### config.mk
export PLATFORM = sky130hd
export DESIGN_NAME = multicycle_controller
export DESIGN_NICKNAME = d
export VERILOG_FILES = /design/src/rtl/multicycle_controller.sv
export SDC_FILE = /design/constraint.sdc
export NUM_CORES = 1
export LEC_CHECK = 0
export ABC_AREA = 1
export CAP_MARGIN = 5
export CORE_ASPECT_RATIO = 1.25
export CORE_UTILIZATION = 45
export DETAILED_ROUTE_END_ITERATION = 6
export PLACE_DENSITY_LB_ADDON = 0.3
export SYNTH_ARGS = -nofsm -noshare
export SYNTH_HDL_FRONTEND = slang
export SYNTH_SLANG_ARGS = --single-unit
### constraint.sdc
create_clock -name clk -period 1.54 [get_ports clk]
set_input_delay 0.308 -clock clk [delete_from_list [all_inputs] [get_ports clk]]
set_output_delay 0.308 -clock clk [all_outputs]
set_load 0.05 [all_outputs]
### src/rtl/multicycle_controller.sv
// Multi-cycle control FSM for a shared-memory, shared-ALU RV32I subset datapath (lw/sw/R-type/beq).
// Moore controls are registered alongside the state; only handshake/branch strobes use live inputs.
module multicycle_controller #(
    parameter int unsigned CNT_W = 32
) (
    input  logic             clk,
    input  logic             rst,
    input  logic [6:0]       op,
    input  logic             zero,
    input  logic             mem_ready,
    output logic             pc_write,
    output logic             ir_write,
    output logic             adr_src,
    output logic             mem_req,
    output logic             mem_write,
    output logic             reg_write,
    output logic [1:0]       result_src,
    output logic [1:0]       alu_src_a,
    output logic [1:0]       alu_src_b,
    output logic [1:0]       alu_op,
    output logic [1:0]       imm_src,
    output logic             illegal_op,
    output logic [3:0]       state,
    output logic [CNT_W-1:0] retired
);

    localparam logic [6:0] OpLoad   = 7'b0000011;
    localparam logic [6:0] OpStore  = 7'b0100011;
    localparam logic [6:0] OpRType  = 7'b0110011;
    localparam logic [6:0] OpBranch = 7'b1100011;

    typedef enum logic [3:0] {
        StIdle     = 4'd0,
        StFetch    = 4'd1,
        StDecode   = 4'd2,
        StMemAdr   = 4'd3,
        StMemRead  = 4'd4,
        StMemWb    = 4'd5,
        StMemWrite = 4'd6,
        StExecuteR = 4'd7,
        StAluWb    = 4'd8,
        StBeq      = 4'd9
    } state_e;

    typedef struct packed {
        logic       adr_src;
        logic       mem_req;
        logic       mem_write;
        logic       reg_write;
        logic [1:0] result_src;
        logic [1:0] alu_src_a;
        logic [1:0] alu_src_b;
        logic [1:0] alu_op;
        logic [1:0] imm_src;
    } ctrl_t;

    // Control word for a given state; op only matters in MEMADR (lw vs sw immediate format).
    function automatic ctrl_t moore_ctrl(input state_e s, input logic [6:0] opc);
        ctrl_t c;
        c = '0;
        case (s)
            StFetch: begin
                c.mem_req    = 1'b1;
                c.alu_src_b  = 2'b10;
                c.result_src = 2'b10;
            end
            StDecode: begin
                c.alu_src_a = 2'b01;
                c.alu_src_b = 2'b01;
                c.imm_src   = 2'b10;
            end
            StMemAdr: begin
                c.alu_src_a = 2'b10;
                c.alu_src_b = 2'b01;
                c.imm_src   = (opc == OpStore) ? 2'b01 : 2'b00;
            end
            StMemRead: begin
                c.adr_src = 1'b1;
                c.mem_req = 1'b1;
            end
            StMemWb: begin
                c.result_src = 2'b01;
                c.reg_write  = 1'b1;
            end
            StMemWrite: begin
                c.adr_src   = 1'b1;
                c.mem_req   = 1'b1;
                c.mem_write = 1'b1;
            end
            StExecuteR: begin
                c.alu_src_a = 2'b10;
                c.alu_op    = 2'b10;
            end
            StAluWb: begin
                c.reg_write = 1'b1;
            end
            StBeq: begin
                c.alu_src_a = 2'b10;
                c.alu_op    = 2'b01;
            end
            default: ;
        endcase
        return c;
    endfunction

    state_e           state_q, state_d;
    ctrl_t            ctrl_q;
    logic [CNT_W-1:0] retired_q;
    logic             retire;
    logic             op_illegal;

    always_comb begin
        state_d    = state_q;
        retire     = 1'b0;
        op_illegal = 1'b0;
        case (state_q)
            StIdle:  state_d = StFetch;
            StFetch: if (mem_ready) state_d = StDecode;
            StDecode: begin
                case (op)
                    OpLoad, OpStore: state_d = StMemAdr;
                    OpRType:         state_d = StExecuteR;
                    OpBranch:        state_d = StBeq;
                    default: begin
                        state_d    = StFetch;
                        op_illegal = 1'b1;
                    end
                endcase
            end
            StMemAdr:  state_d = (op == OpLoad) ? StMemRead : StMemWrite;
            StMemRead: if (mem_ready) state_d = StMemWb;
            StMemWb: begin
                state_d = StFetch;
                retire  = 1'b1;
            end
            StMemWrite: begin
                if (mem_ready) begin
                    state_d = StFetch;
                    retire  = 1'b1;
                end
            end
            StExecuteR: state_d = StAluWb;
            StAluWb: begin
                state_d = StFetch;
                retire  = 1'b1;
            end
            StBeq: begin
                state_d = StFetch;
                retire  = 1'b1;
            end
            default: state_d = StFetch;
        endcase
    end

    always_ff @(posedge clk or posedge rst) begin
        if (rst) begin
            state_q   <= StIdle;
            ctrl_q    <= '0;
            retired_q <= '0;
        end else begin
            state_q <= state_d;
            ctrl_q  <= moore_ctrl(state_d, op);
            if (retire) begin
                retired_q <= retired_q + CNT_W'(1);
            end
        end
    end

    // Fetch loads PC and IR together on the ready cycle; BEQ loads PC only when taken.
    assign ir_write   = (state_q == StFetch) && mem_ready;
    assign pc_write   = ((state_q == StFetch) && mem_ready) || ((state_q == StBeq) && zero);
    assign adr_src    = ctrl_q.adr_src;
    assign mem_req    = ctrl_q.mem_req;
    assign mem_write  = ctrl_q.mem_write;
    assign reg_write  = ctrl_q.reg_write;
    assign result_src = ctrl_q.result_src;
    assign alu_src_a  = ctrl_q.alu_src_a;
    assign alu_src_b  = ctrl_q.alu_src_b;
    assign alu_op     = ctrl_q.alu_op;
    assign imm_src    = ctrl_q.imm_src;
    assign illegal_op = op_illegal;
    assign state      = state_q;
    assign retired    = retired_q;

endmodule

==> summary.txt <==
Status
  • Status: finished with violations
  • Failing checks: setup timing

Setup path
  • Crit path from: state[2]$_DFF_PP0_
  • Slowest CP cell: dfrtp_2
  • R2r setup slk: -150 ps
  • Worst Reg-to-Reg Cells: 10
  • Critical path startpoint category: flop
  • Critical path depth: 4
  • Worst path cell trace: nor2_4, nand2_4, nor3b_4, buf_12
  • End of the worst register-to-register path: retired[10]$_DFFE_PP0P_
  • Top fanout value on the critical path: 3
  • R2R Path Start: state[3]$_DFF_PP0_
  • Critical path class: reg -> out
  • WP buf/inv: 1
  • CP Capture Type: output pin
  • CP delay by family, top: simple AND/OR/NAND/NOR gates
  • Worst Path Arrival: 1400 ps
  • CP Data Required Time: 1230 ps
  • Max incr delay on CP: 440 ps

Timing
  • TNS Setup: -2158 ps
  • Worst slew margin: between 80% and 90%
  • Actual slew at the worst max-slew pin: 280.5 ps
  • Pins Over Slew Limit: 0
  • # setup viols final: 35
  • Final worst-path setup slack: -170.7 ps
  • Maximum clock rate: 584.6 MHz
  • RSZ-0062 raised after global routing: true
  • Hold Fails Final Rpt: 0
  • Clock skew: 11.58 ps
  • Final period util: 111.1%
  • Final Critical Period: 1711 ps

Synthesis
  • Synthesis Warnings: 0
  • Flops & latches, synth: 48
  • Largest cells by area after synthesis: dfrtp_1 (43%), nand2_1 (22%), nor2_1 (6.7%)
  • Area share of the largest cell type after synthesis: 42.93%
  • Syn Area/Cell: a little over 7 µm²
  • Post-Syn Area: 0.002798 mm²
  • Mapped Cells: a little under 400
  • Mapped Nets: 403
  • Synth cell types: 27
  • Register area share after synthesis: 42.93%
  • Post-synth top area cell: dfrtp_1

Power and ir drop
  • Net Sw Frac: between 40% and 50%
  • Leakage: between 2 and 2.5 nW
  • Power share of the combinational group: 60.7%
  • PwrDens: 1411 mW/mm²
  • Maximum VDD drop: 1.552 mV
  • Internal: 3.829 mW
  • Total power: 6.807 mW
  • Register share of total power: roughly 26%
  • Share of power burned in the clock network: 13.6%
  • Psw: 2.978 mW

Drt
  • Routed vias: 3,118
  • First-pass iteration count of the detailed router: 7
  • Vias per cell: 5.312
  • Drt drc: 0
  • Initial drt markers: 193
  • Routed Antenna Nets: 0
  • DRT Wirelength: 9170 µm
  • Per-cell routed wire length: 15.62 µm

Global route
  • Global-route usage over all layers: roughly a quarter
  • Gr ovfl total: 0
  • Largest net degree at the start of global routing: about 50
  • Initial antenna violation count: 0
  • Number of global-route vias before repair: approximately 2,900
  • First-pass GRT wire length: 13,370 µm

Placement
  • Port Buffers: 63
  • Global placement routability congestion: 0.9205
  • Post-DP HPWL: 5953 µm
  • Placed Instances: 564

CTS
  • Sink Count: 48
  • Clk Latency, worst-skew pair: 310 ps
  • Post-CTS Hold Buffers: 0
  • Clock Path Buffers: 2
  • CTS buffer count: 5
  • TritonCTS clock tree: done
  • Root Driver: clkbuf_8
  • Reg clk slew, reported paths: approximately 100 ps
  • CTS H-Tree Depth: 2

Floorplan
  • # IOs: 64
  • Die Width: roughly 73 µm
  • Starting Density: 47.45%
  • Core ar.: a little under 0.006 mm²
  • Die ar.: 0.006538 mm²
  • Rows: 31
  • Die height: about 90 µm

Layout
  • Area grow syn2layout: 72.41%
  • FILL cells: ~350
  • Fin util: between 80% and 90%
  • Layout Cells excl Fill: 587
  • Fin nets: 516
  • ANT cells: 0
  • Layout cells sized above 1: 40.59%

Run
  • Max-cap violations: 0

Min path
  • HP Class: in -> async
## power by group through the flow
stage               logic (mW)  clock network, mW  registers [mW]
global placement          3.18                  0            1.77
CTS                       3.43              0.920            1.73
detailed placement        3.25                  0            1.78
global route              4.31              0.964            1.78
floorplan                 1.12                  0            2.32
finish                    4.13              0.924            1.75
## worst reg2reg max path: stages (launching register included)
cell and delay, ps:
dfrtp_2 440, buf_6 140, inv_4 60, nand4_1 160
nand2_4 210, nand2_8 110, buf_6 150, nor2_4 120
nand2_1 70, nand2_1 70, nand2_1 70
## metrics by stage
step	hold slack [ps]	area [µm²]	setup slack (ps)
after floorplan	445.1	2893	-108.2
after global placement	511.4	4304	-217.6
after detailed placement	537.2	4304	-279.6
after CTS	380.8	4506	-176.5
after global routing	381.3	4823	-226.8
final	362.9	4823	-170.7
## worst max path at each step
stage,endpoint,slack [ps]
after CTS,pc_write,-180
after floorplan,illegal_op,-110
final,illegal_op,-170
after global placement,illegal_op,-220
after global routing,retired[10]$_DFFE_PP0P_,-230
after detailed placement,mem_req$_DFF_PP0_,-280
## cell usage after synthesis
| cell type | number |
|---|---|
| buf_6 | 1 |
| nand3_1 | 18 |
| inv_1 | 30 |
| nand2_1 | 165 |
| and3_1 | 3 |
| buf_2 | 2 |
| xor2_1 | 10 |
| o21ai_0 | 2 |
| buf_4 | 2 |
| nor2_4 | 2 |
| nand3b_1 | 12 |
| nor3_1 | 1 |
| nand3_2 | 4 |
| nor3_2 | 1 |
| nand2_4 | 1 |
| nor2_1 | 50 |
| buf_8 | 1 |
| nor2_2 | 13 |
| inv_2 | 5 |
| nand4_1 | 8 |
| a21oi_1 | 1 |
| xnor2_1 | 3 |
| dfrtp_1 | 48 |
| o21bai_1 | 1 |
| nor3b_1 | 1 |
| ha_1 | 1 |
| nand2_2 | 5 |
## area by class of cell
class,count,area [µm²],area share [%]
clock buffer,6,72.57,1.505
clock inverter,2,35.03,0.7263
inverter,35,152.6,3.165
multi-input combinational,303,1707,35.38
sequential,48,1230,25.50
tap,82,102.6,2.127
timing repair buffer,111,1524,31.60
## repair_timing
| item | 4_1_cts | 5_1_grt |
|---|---|---|
| setup buffers | 8 | 7 |
| gates resized for setup | 19 | 64 |
| gates cloned | 0 | 1 |
| pin swaps | 9 | 16 |
| endpoints found under the setup margin | 3 | 42 |
| endpoints found under the hold margin | 0 | 0 |
## cells by family (layout without fill, tap and decap cells)
family / count (synthesis) / count (layout) / synth area share, %
AND/OR/NAND/NOR: 284 / 285 / 45.21
flip-flops: 48 / 48 / 42.93
buffers and inverters: 41 / 154 / 6.529
XOR/XNOR: 13 / 13 / 4.070
AO/OA/AOI/OAI: 4 / 4 / 0.8050
adder cells (fa/ha/maj): 1 / 1 / 0.4472
## flip-flops by register name, summed over array words and instances (netlist names)
name and count:
imm_src 2, alu_src_a 1, mem_write 1, result_src 1, reg_write 1, state 4
adr_src 1, alu_op 2, alu_src_b 2, mem_req 1, retired 32
## layer usage
metal / share of wire, % / vias up / GRT usage (%)
met1: 35 / 1494 / 28.03
met5: 0 / - / 0
met3: 5.0 / 40 / 4.148
li1: - / 1439 / -
met4: 4.1 / 0 / 10.78
met2: 55 / 145 / 48.36
## cell usage in the layout, fill, tap and decap left out, types with 11 or more instances in the layout
cell / count
buf_12: 50
buf_4: 39
buf_6: 11
dfrtp_1: 25
dfrtp_2: 23
inv_1: 25
nand2_1: 153
nand2_2: 14
nand3b_1: 12
nor2_1: 39
nor2_4: 18
Note: power is estimated with default switching activity, not from simulation.
